### src/rtl/lsu_pkg.sv
// Shared types and constants for the MEM-stage load/store unit.
package lsu_pkg;

    localparam logic [31:0] LSU_DMEM_BASE = 32'h8000_0000;

    localparam logic [2:0] F3_B  = 3'b000;
    localparam logic [2:0] F3_H  = 3'b001;
    localparam logic [2:0] F3_W  = 3'b010;
    localparam logic [2:0] F3_BU = 3'b100;
    localparam logic [2:0] F3_HU = 3'b101;

    localparam logic [1:0] DT_BYTE = 2'd0;
    localparam logic [1:0] DT_HALF = 2'd1;
    localparam logic [1:0] DT_WORD = 2'd2;

    typedef enum logic [2:0] {
        ST_IDLE = 3'd0,
        ST_RD   = 3'd1,
        ST_WAIT = 3'd2,
        ST_WR   = 3'd3,
        ST_RESP = 3'd4
    } lsu_state_e;

    // One data-memory transaction as driven onto the port.
    typedef struct packed {
        logic [31:0] addr;
        logic [31:0] wdata;
        logic [1:0]  dt;
    } mem_txn_t;

    // Request as latched at acceptance, including its transaction plan.
    typedef struct packed {
        logic        sgn;
        logic        split;
        logic        bytewise;
        logic [2:0]  size;
        logic [1:0]  off;
        logic [31:0] addr;
        logic [31:0] wdata;
    } lsu_req_t;

    // Store transaction k of a request: one lane-aligned write, or byte k of a split store.
    function automatic mem_txn_t store_txn(input lsu_req_t r, input logic [1:0] k);
        mem_txn_t t;
        t.addr  = r.addr;
        t.wdata = '0;
        t.dt    = DT_BYTE;
        if (r.bytewise) begin
            t.addr  = r.addr + 32'(k);
            t.wdata = {24'b0, 8'(r.wdata >> {k, 3'b000})};
        end else begin
            case (r.size)
                3'd1: t.wdata = {24'b0, r.wdata[7:0]};
                3'd2: begin
                    t.wdata = {16'b0, r.wdata[15:0]};
                    t.dt    = DT_HALF;
                end
                default: begin
                    t.wdata = r.wdata;
                    t.dt    = DT_WORD;
                end
            endcase
        end
        return t;
    endfunction

endpackage

### src/rtl/dmem_lsu_if.sv
// Pipeline request/response and data-memory port bundle of the load/store unit.
interface dmem_lsu_if;

    logic        req_valid;
    logic        req_ready;
    logic        req_we;
    logic [2:0]  req_funct3;
    logic [31:0] req_addr;
    logic [31:0] req_wdata;
    logic        busy;
    logic        resp_valid;
    logic        resp_err;
    logic [31:0] resp_rdata;
    logic [1:0]  mem_datatype;
    logic        memread;
    logic        memwrite;
    logic [31:0] mem_addr;
    logic [31:0] mem_wdata;
    logic [31:0] mem_rdata;

    // Pipeline plus data memory side.
    modport master (
        output req_valid, req_we, req_funct3, req_addr, req_wdata, mem_rdata,
        input  req_ready, busy, resp_valid, resp_err, resp_rdata,
               mem_datatype, memread, memwrite, mem_addr, mem_wdata
    );

    // Load/store unit side.
    modport slave (
        input  req_valid, req_we, req_funct3, req_addr, req_wdata, mem_rdata,
        output req_ready, busy, resp_valid, resp_err, resp_rdata,
               mem_datatype, memread, memwrite, mem_addr, mem_wdata
    );

endinterface

### src/rtl/lsu_load_align.sv
// Extracts bytes [off .. off+size-1] of a two-word load buffer and extends them to 32 bits.
module lsu_load_align (
    input  logic [63:0] data_buf,
    input  logic [1:0]  off,
    input  logic [2:0]  size,
    input  logic        sgn,
    output logic [31:0] result_c
);

    logic [31:0] shifted;

    assign shifted = 32'(data_buf >> {off, 3'b000});

    always_comb begin
        case (size)
            3'd1:    result_c = {{24{sgn & shifted[7]}}, shifted[7:0]};
            3'd2:    result_c = {{16{sgn & shifted[15]}}, shifted[15:0]};
            default: result_c = shifted;
        endcase
    end

endmodule

### src/rtl/dmem_lsu.sv
// MEM-stage load/store unit: turns RISC-V loads/stores into data-memory transactions,
// splitting misaligned accesses and stalling the pipeline until the response.
module dmem_lsu
    import lsu_pkg::*;
#(
    parameter logic [31:0] DMEM_BASE = LSU_DMEM_BASE
) (
    input logic       clk,
    input logic       reset,
    dmem_lsu_if.slave bus
);

    localparam logic [2:0] IDLE = 3'(ST_IDLE);
    localparam logic [2:0] RD   = 3'(ST_RD);
    localparam logic [2:0] WAIT = 3'(ST_WAIT);
    localparam logic [2:0] WR   = 3'(ST_WR);
    localparam logic [2:0] RESP = 3'(ST_RESP);

    logic [2:0]  state, state_n;
    lsu_req_t    req_q, req_n;
    lsu_req_t    dec;
    logic        dec_err;
    logic        dec_legal;
    logic        dec_below;
    logic [32:0] dec_last;
    logic [1:0]  idx_q, idx_n;
    logic [63:0] data_buf_q, data_buf_n, cap_buf;
    logic [31:0] load_result_c;
    mem_txn_t    st_first, st_next;

    logic        memread_q, memread_n;
    logic        memwrite_q, memwrite_n;
    logic [1:0]  dt_q, dt_n;
    logic [31:0] addr_q, addr_n;
    logic [31:0] wdata_q, wdata_n;
    logic        resp_valid_q, resp_valid_n;
    logic        resp_err_q, resp_err_n;
    logic [31:0] rdata_q, rdata_n;

    // Request decode: size, signedness, transaction plan and error check.
    always_comb begin
        dec       = '0;
        dec.addr  = bus.req_addr;
        dec.wdata = bus.req_wdata;
        dec.off   = bus.req_addr[1:0];
        dec.sgn   = ~bus.req_funct3[2];
        case (bus.req_funct3[1:0])
            2'b00:   dec.size = 3'd1;
            2'b01:   dec.size = 3'd2;
            default: dec.size = 3'd4;
        endcase
        case (bus.req_funct3)
            F3_B, F3_H, F3_W: dec_legal = 1'b1;
            F3_BU, F3_HU:     dec_legal = ~bus.req_we;
            default:          dec_legal = 1'b0;
        endcase
        dec.split    = (3'(dec.off) + dec.size) > 3'd4;
        dec.bytewise = (dec.size != 3'd1) && (dec.off != 2'd0);
        dec_last     = {1'b0, bus.req_addr} + 33'(dec.size) - 33'd1;
        dec_below    = bus.req_addr < DMEM_BASE;
        // MMIO/ROM only takes aligned words; nothing may straddle the RAM base or wrap.
        dec_err = ~dec_legal || dec_last[32]
                || (dec_below && (dec_last[31:0] >= DMEM_BASE))
                || (dec_below && ((dec.size != 3'd4) || (dec.off != 2'd0)));
    end

    assign st_first = store_txn(dec, 2'd0);
    assign st_next  = store_txn(req_q, idx_q + 2'd1);

    // Load buffer as it stands after this cycle's read data is captured.
    always_comb begin
        cap_buf = data_buf_q;
        if (state == WAIT) begin
            if (idx_q == 2'd0) cap_buf[31:0]  = bus.mem_rdata;
            else               cap_buf[63:32] = bus.mem_rdata;
        end
    end

    lsu_load_align u_align (
        .data_buf (cap_buf),
        .off      (req_q.off),
        .size     (req_q.size),
        .sgn      (req_q.sgn),
        .result_c (load_result_c)
    );

    // Next state and next values of every registered output.
    always_comb begin
        state_n      = state;
        req_n        = req_q;
        idx_n        = idx_q;
        data_buf_n   = cap_buf;
        memread_n    = 1'b0;
        memwrite_n   = 1'b0;
        dt_n         = DT_BYTE;
        addr_n       = '0;
        wdata_n      = '0;
        resp_valid_n = 1'b0;
        resp_err_n   = 1'b0;
        rdata_n      = '0;
        case (state)
            IDLE: begin
                if (bus.req_valid) begin
                    req_n      = dec;
                    idx_n      = '0;
                    data_buf_n = '0;
                    if (dec_err) begin
                        state_n      = RESP;
                        resp_valid_n = 1'b1;
                        resp_err_n   = 1'b1;
                    end else if (!bus.req_we) begin
                        state_n   = RD;
                        memread_n = 1'b1;
                        dt_n      = DT_WORD;
                        addr_n    = {dec.addr[31:2], 2'b00};
                    end else begin
                        state_n    = WR;
                        memwrite_n = 1'b1;
                        dt_n       = st_first.dt;
                        addr_n     = st_first.addr;
                        wdata_n    = st_first.wdata;
                    end
                end
            end
            RD: state_n = WAIT;
            WAIT: begin
                if (req_q.split && (idx_q == 2'd0)) begin
                    state_n   = RD;
                    idx_n     = 2'd1;
                    memread_n = 1'b1;
                    dt_n      = DT_WORD;
                    addr_n    = {req_q.addr[31:2], 2'b00} + 32'd4;
                end else begin
                    state_n      = RESP;
                    resp_valid_n = 1'b1;
                    rdata_n      = load_result_c;
                end
            end
            WR: begin
                if (req_q.bytewise && ((3'(idx_q) + 3'd1) < req_q.size)) begin
                    idx_n      = idx_q + 2'd1;
                    memwrite_n = 1'b1;
                    dt_n       = st_next.dt;
                    addr_n     = st_next.addr;
                    wdata_n    = st_next.wdata;
                end else begin
                    state_n      = RESP;
                    resp_valid_n = 1'b1;
                end
            end
            RESP:    state_n = IDLE;
            default: state_n = IDLE;
        endcase
    end

    always_ff @(posedge clk) begin
        if (reset) begin
            state        <= IDLE;
            req_q        <= '0;
            idx_q        <= '0;
            data_buf_q   <= '0;
            memread_q    <= 1'b0;
            memwrite_q   <= 1'b0;
            dt_q         <= DT_BYTE;
            addr_q       <= '0;
            wdata_q      <= '0;
            resp_valid_q <= 1'b0;
            resp_err_q   <= 1'b0;
            rdata_q      <= '0;
        end else begin
            state        <= state_n;
            req_q        <= req_n;
            idx_q        <= idx_n;
            data_buf_q   <= data_buf_n;
            memread_q    <= memread_n;
            memwrite_q   <= memwrite_n;
            dt_q         <= dt_n;
            addr_q       <= addr_n;
            wdata_q      <= wdata_n;
            resp_valid_q <= resp_valid_n;
            resp_err_q   <= resp_err_n;
            rdata_q      <= rdata_n;
        end
    end

    assign bus.req_ready    = (state == IDLE);
    assign bus.busy         = (state != IDLE);
    assign bus.memread      = memread_q;
    assign bus.memwrite     = memwrite_q;
    assign bus.mem_datatype = dt_q;
    assign bus.mem_addr     = addr_q;
    assign bus.mem_wdata    = wdata_q;
    assign bus.resp_valid   = resp_valid_q;
    assign bus.resp_err     = resp_err_q;
    assign bus.resp_rdata   = rdata_q;

endmodule

### src/flat_wrapper.sv
// flat-port wrapper written by rule: the top's interface ports become plain ports
module dmem_lsu_flat import lsu_pkg::*;
#(
    parameter logic [31:0] DMEM_BASE = LSU_DMEM_BASE
)
  (clk, reset, bus_req_valid, bus_req_we, bus_req_funct3, bus_req_addr, bus_req_wdata, bus_mem_rdata, bus_req_ready, bus_busy, bus_resp_valid, bus_resp_err, bus_resp_rdata, bus_mem_datatype, bus_memread, bus_memwrite, bus_mem_addr, bus_mem_wdata);
  dmem_lsu_if bus_i ();
  input logic clk;
  input logic reset;
  input wire logic [$bits(bus_i.req_valid)-1:0] bus_req_valid;
  input wire logic [$bits(bus_i.req_we)-1:0] bus_req_we;
  input wire logic [$bits(bus_i.req_funct3)-1:0] bus_req_funct3;
  input wire logic [$bits(bus_i.req_addr)-1:0] bus_req_addr;
  input wire logic [$bits(bus_i.req_wdata)-1:0] bus_req_wdata;
  input wire logic [$bits(bus_i.mem_rdata)-1:0] bus_mem_rdata;
  output wire logic [$bits(bus_i.req_ready)-1:0] bus_req_ready;
  output wire logic [$bits(bus_i.busy)-1:0] bus_busy;
  output wire logic [$bits(bus_i.resp_valid)-1:0] bus_resp_valid;
  output wire logic [$bits(bus_i.resp_err)-1:0] bus_resp_err;
  output wire logic [$bits(bus_i.resp_rdata)-1:0] bus_resp_rdata;
  output wire logic [$bits(bus_i.mem_datatype)-1:0] bus_mem_datatype;
  output wire logic [$bits(bus_i.memread)-1:0] bus_memread;
  output wire logic [$bits(bus_i.memwrite)-1:0] bus_memwrite;
  output wire logic [$bits(bus_i.mem_addr)-1:0] bus_mem_addr;
  output wire logic [$bits(bus_i.mem_wdata)-1:0] bus_mem_wdata;
  assign bus_i.req_valid = bus_req_valid;
  assign bus_i.req_we = bus_req_we;
  assign bus_i.req_funct3 = bus_req_funct3;
  assign bus_i.req_addr = bus_req_addr;
  assign bus_i.req_wdata = bus_req_wdata;
  assign bus_i.mem_rdata = bus_mem_rdata;
  assign bus_req_ready = bus_i.req_ready;
  assign bus_busy = bus_i.busy;
  assign bus_resp_valid = bus_i.resp_valid;
  assign bus_resp_err = bus_i.resp_err;
  assign bus_resp_rdata = bus_i.resp_rdata;
  assign bus_mem_datatype = bus_i.mem_datatype;
  assign bus_memread = bus_i.memread;
  assign bus_memwrite = bus_i.memwrite;
  assign bus_mem_addr = bus_i.mem_addr;
  assign bus_mem_wdata = bus_i.mem_wdata;
  dmem_lsu #(.DMEM_BASE(DMEM_BASE)) u_core (.clk(clk), .reset(reset), .bus(bus_i));
endmodule
### config.mk
export PLATFORM = sky130hd
export DESIGN_NAME = dmem_lsu_flat
export DESIGN_NICKNAME = d
export VERILOG_FILES = /design/src/rtl/lsu_pkg.sv /design/src/rtl/dmem_lsu_if.sv /design/src/rtl/lsu_load_align.sv /design/src/rtl/dmem_lsu.sv /design/src/flat_wrapper.sv
export SDC_FILE = /design/constraint.sdc
export NUM_CORES = 1
export LEC_CHECK = 0
export CAP_MARGIN = 10
export CORE_ASPECT_RATIO = 0.9
export CORE_MARGIN = 1.5
export CORE_UTILIZATION = 25
export CTS_CLUSTER_DIAMETER = 30
export CTS_CLUSTER_SIZE = 28
export DETAILED_ROUTE_END_ITERATION = 8
export GPL_TIMING_DRIVEN = 1
export PLACE_DENSITY = 0.49
export SYNTH_ARGS = -nofsm -noshare
export SYNTH_HDL_FRONTEND = slang
export SYNTH_HIERARCHICAL = 1
export SYNTH_SLANG_ARGS = --single-unit
### constraint.sdc
create_clock -name clk -period 11.3 [get_ports clk]
set_input_delay 2.26 -clock clk [delete_from_list [all_inputs] [get_ports clk]]
set_output_delay 2.26 -clock clk [all_outputs]
set_load 0.01 [all_outputs]
Yosys cells after proc, flatten, opt, wreduce, memory -nomap -nowiden. Cells that the tools add are included.

Register bits: 243. Input port bits: 103. Output and inout bits: 104. Logic and storage cells: 138.

Shifts and indexed selects: 2. Muxes and demuxes: 59. $add $sub $neg: 7. Reduce and logical (&&, ||, !) cells: 23. Magnitude comparators: 4. Equality and inequality tests: 18. Bitwise operators: 7.

Operator list (number): $mux W32 (13); $pmux W32 S2 (4); $mux W64 (3); $pmux W32 S3 (1); $shr A64 B5 Y32 (1); $add A32 B3 Y33 (1); $sub A33 B1 Y33 const B (1); $add A32 B2 Y32 (1); $add A32 B3 Y32 const B (1); $ge A32 B32 Y1 const B (1); $lt A32 B32 Y1 const B (1); $shr A32 B5 Y8 (1); $mux W2 (12); $eq A3 B2 Y1 const B (5); $eq A3 B1 Y1 const B (4); $mux W1 (12); $mux W3 (4); $pmux W2 S3 (2); $pmux W3 S4 (1); $pmux W2 S2 (2); $eq A3 B3 Y1 const B (2); $logic_not A3 Y1 (2); $ne A2 B2 Y1 const B (3); $pmux W1 S2 (3); 22 further kinds (39).

Depth between registers and ports, before layout.
Depth in word-level cells: 11. Depth in mapped cells: 16. Mapped depth without buffers: 15.

By module. The synthesis kept the hierarchy.

Modules (own cells, without submodules): dmem_lsu (seq. area each 4824.6 um2, area an instance 10420.0 um2, cells an instance 1115, times used 1); lsu_load_align (seq. area each 0.0 um2, area an instance 1007.2 um2, cells an instance 118, times used 1).

Least setup slack after synthesis. No wires, ideal clock.

Path kind: in2reg. Start point: input bus_req_funct3[1]. End point: register u_core.wdata_q[14] (netlist: u_core/bus.mem_wdata[14]). Stages: 16. Required time: 11.239 ns. Data arrival time: 5.062 ns. Slack: 6.176 ns. Buffers on the path: 1. Setup time: 0.061 ns. Path through: inv_2 nand2_1 ha_1 inv_1 ha_1 inv_1 fa_1 nand2b_1 a21oi_1 o2111ai_2 a31oi_4 o21ai_1 mux2_4 a2111oi_4 buf_6 and4_1.

Longest elaborated chain between the ends: 11. Elaborated cells on any way between the ends: 32. Those cells by class: 2 x add/sub; 1 x order compare; 9 x eq/ne; 8 x mux; 1 x bitwise; 11 x reduce/logical.

Ends and longest elaborated chain: start: declaration (line flat_wrapper.sv:12) `input wire logic [$bits(bus_i.req_funct3)-1:0] bus_req_funct3;`; $eq A2 B1 Y1 / $logic_not A2 Y1 (equally long branches) (line dmem_lsu.sv:47) `case (bus.req_funct3[1:0])`; $pmux W3 S2 (line dmem_lsu.sv:47); $add A32 B3 Y33 (line dmem_lsu.sv:59) `dec_last = {1'b0, bus.req_addr} + 33'(dec.size) - 33'd1;`; $sub A33 B1 Y33 (line dmem_lsu.sv:59); $ge A32 B32 Y1 (line dmem_lsu.sv:63) `|| (dec_below && (dec_last[31:0] >= DMEM_BASE))`; $logic_and A1 B1 Y1 (line dmem_lsu.sv:63); $logic_or A1 B1 Y1 (line dmem_lsu.sv:63); $logic_or A1 B1 Y1 (line dmem_lsu.sv:64) `|| (dec_below && ((dec.size != 3'd4) || (dec.off != 2'd0)));`; $mux W32 (*) (line dmem_lsu.sv:107) `if (dec_err) begin`; $mux W32 (*) (line dmem_lsu.sv:103) `if (bus.req_valid) begin`; $pmux W32 S2 (*) (line dmem_lsu.sv:101) `case (state)`; end signal: assignment (line dmem_lsu.sv:179) `wdata_q <= wdata_n;`; end: declaration (line dmem_lsu.sv:35) `logic [31:0] wdata_q, wdata_n;`.

Mark *: on every way between the ends. The rest lies on a longest branch, timed or not. A chain may end at the register's enable or synchronous reset.

Worst setup path in the final report.
Start point: input bus_req_addr[1]. End point: register u_core.addr_q[5] (netlist: u_core/bus.mem_addr[5]).

Longest elaborated chain between the ends: 9. Elaborated cells on any way between the ends: 14. Those cells by class: 2 x add/sub; 2 x order compare; 3 x mux; 7 x reduce/logical.

Ends and longest elaborated chain: start: declaration (line flat_wrapper.sv:13) `input wire logic [$bits(bus_i.req_addr)-1:0] bus_req_addr;`; $add A32 B3 Y33 (line dmem_lsu.sv:59); $sub A33 B1 Y33 (line dmem_lsu.sv:59); $ge A32 B32 Y1 (line dmem_lsu.sv:63); $logic_and A1 B1 Y1 (line dmem_lsu.sv:63); $logic_or A1 B1 Y1 (line dmem_lsu.sv:63); $logic_or A1 B1 Y1 (*) (line dmem_lsu.sv:64); $mux W32 (*) (line dmem_lsu.sv:107); $mux W32 (*) (line dmem_lsu.sv:103); $pmux W32 S3 (*) (line dmem_lsu.sv:101); end signal: assignment (line dmem_lsu.sv:178) `addr_q <= addr_n;`; end: declaration (line dmem_lsu.sv:34) `logic [31:0] addr_q, addr_n;`.

Marks and branches as above.

==> metrics.csv <==
stage,metric,value,unit
route,Residual DRC,0,
finish,fraction of layout instances using a drive strength above 1,17.1,%
clock_tree,post-cts resize count,0,
timing,Slew HR,20.9,%
timing,hold violation count in the final report,0,
placed_design,dpl cell area,0.0137,mm^2
critical_path,CP dominant cell by count,inv_1,
floorplanning,# rows,73,
critical_path,Crit Path Class,in2reg,
clock_tree,total CTS buffers,71,
finish,fill cell count,4523,
timing,minimum clock period,5.90,ns
route,first-pass iteration count of the detailed router,4,
run_status,outcome,finished clean,
floorplanning,total I/O pin count,207,
critical_path,CP Data Required Time,11.81,ns
timing,post-route clock skew,0.0230,ns
timing,post-route setup TNS,0,ns
route,Routed Antenna Nets,0,
critical_path,R2R depth,9,
min_path,Hold Crit Class,reg2reg,
global_routing,total track usage,16.0,%
finish,fin area,0.0162,mm^2
route,DR vias/cell,4.66,
critical_path,CP bufs+invs,5,
route,Wirelength per Cell,17.6,um
clock_tree,post-CTS setup buffers,0,
critical_path,"delay-heaviest family, CP",compound AO/OA/AOI/OAI gates,
clock_tree,clock slew at the register clock pins of the worst setup and hold paths,0.04,ns
clock_tree,clk sinks,233,
timing,fmax,170,MHz
floorplanning,Die Y,203,um
critical_path,"slowest stage delay, CP",0.76,ns
critical_path,Crit. End Element,flop,
floorplanning,die width,225,um
clock_tree,CTS tree,done,
timing,final setup violation count,0,
critical_path,CP max stage cell,a21oi_2,
timing,RSZ-0062 raised after global routing,false,
min_path,worst hold path depth,2,
global_routing,vias in the first global route,9797,
timing,worst slew pin tran,1.19,ns
timing,final slew viol count,0,
clock_tree,CTS Buffer Depth,3,
critical_path,WP data arrival,6.41,ns
synth,Synth Warn #,6,
power_and_ir_drop,Pwr Density,193,mW/mm^2
synth,Mean Syn Cell Area,9.20,um^2
critical_path,Worst path depth,16,
placed_design,DP HPWL,25300,um
finish,post-layout util,36.8,%
finish,Nets,1577,
synth,Mapped Nets,1357,
finish,Ant. Diodes,0,
job,max-cap viol count,0,
timing,fin crit share,52.2,%
global_routing,pin count of the biggest net entering global routing,104,
floorplanning,die area,0.0458,mm^2
floorplanning,initial core utilization,25.3,%
finish,area grow syn2layout,45.8,%
critical_path,cell-by-cell trace of the critical path,clkdlybuf4s50_1 > inv_1 > ha_1 > inv_1 > ha_1 > inv_1 > fa_1 > nand2b_1 > a21oi_1 > o2111ai_2 > a31oi_4 > o21ai_1 > mux2_4 > a21oi_2 > buf_4 > a22o_1,
clock_tree,Post-CTS Hold Buffers,0,
route,initial DRC count,501,
power_and_ir_drop,Worst VDD drop,123,uV
placed_design,Routability Congestion,0.802,
power_and_ir_drop,Leak,6.37,nW
global_routing,initial antenna violation count,1,
critical_path,Startpoint Class,input port,
route,final WL,36800,um
clock_tree,"Clk Latency, worst-skew pair",0.57,ns
clock_tree,root buf cell,clkbuf_16,
synth,synthesized cell area,0.0111,mm^2
global_routing,global-route wire length before repair,56400,um
placed_design,port bufs,206,
synth,Mapped Cells,1209,
route,vias,9733,
clock_tree,CTS H-tree depth,3,
critical_path,crit-path max FO,17,
placed_design,Cells after DPL,1956,
floorplanning,CORE AREA,0.0440,mm^2
global_routing,GR Overflow Total,0,
finish,Post-Layout Cell Count,2087,
[worst min-delay path, delay by kind of cell (launching register included)]
kind / cells / cell delay, ns
flip-flops: 1 / 0.30
AND/OR/NAND/NOR: 1 / 0.05
AO/OA/AOI/OAI: 1 / 0.05
[cell type report]
class                           instances  area [um^2]  share of cell area (%)
Clock buffer                           96         2010                    12.4
Clock inverter                         35          473                    2.92
Inverter                               58          218                    1.34
Multi-Input combinational cell        848         5960                    36.8
Sequential cell                       233         4670                    28.8
Tap cell                              600          751                    4.63
Timing Repair Buffer                  217         2140                    13.2
[state kept, by name, summed over array words and instances (netlist names)]
name and flops:
u_core/data_buf_q 56, u_core/bus.memwrite 1, u_core/bus.mem_wdata 32, u_core/idx_q 2, u_core/bus.resp_rdata 32, u_core/bus.resp_valid 1
u_core/bus.resp_err 1, u_core/bus.mem_datatype 2, u_core/req_q 70, u_core/state 3, u_core/bus.memread 1, u_core/bus.mem_addr 32
[layout by cell type, fill, tap and decap left out, drive strengths merged, types with 10 or more instances in the layout]
master         count
a32o              10
nor2b             58
mux2i             30
a31oi             10
buf               12
nand3             22
dfxtp            233
nor2              31
clkbuf            96
a21oi            113
clkdlybuf4s50    205
and2              38
mux4              12
and4              29
nand2            181
clkinv            16
a22o              12
a21o              10
inv               63
o21ai             55
mux2              85
ha                42
nand4             14
nor3              11
[path summary, 6_finish.rpt]
| kind | startpoint | end | slack (ns) |
|---|---|---|---|
| worst max register to register | u_core/idx_q[0] | u_core/bus.mem_addr[7] | 6.96 |
| worst min-delay path | u_core/req_q[7] | u_core/req_q[7] | 0.45 |
| worst min register to register | u_core/req_q[7] | u_core/req_q[7] | 0.45 |
| worst max-delay path | bus_req_addr[1] | u_core/bus.mem_addr[5] | 5.40 |
[metal layers]
layer / track usage, % / up-vias / wire length, um
li1: - / 4740 / -
met1: 21.0 / 4659 / 17300
met2: 25.2 / 271 / 16700
met3: 4.83 / 61 / 2100
met4: 4.82 / 2 / 653
met5: 0 / - / 12
[through the flow]
stage,worst slack [ns],power [mW],hold slack [ns]
2_1_floorplan,6.18,1.01,0.433
3_3_place_gp,4.91,1.11,0.440
3_5_place_dp,4.85,1.11,0.448
4_1_cts,5.47,3.16,0.454
5_1_grt,5.19,3.24,0.468
6_report,5.40,3.13,0.450
[report_power, final]
part | switching [mW] | total [mW] | internal, mW | leakage (nW)
sequential | 0.0221 | 0.871 | 0.849 | 1.89
combinational | 0.130 | 0.226 | 0.0962 | 3.27
clock | 0.582 | 2.03 | 1.45 | 1.21
total | 0.734 | 3.13 | 2.39 | 6.37
(Power assumes the default switching activity.)
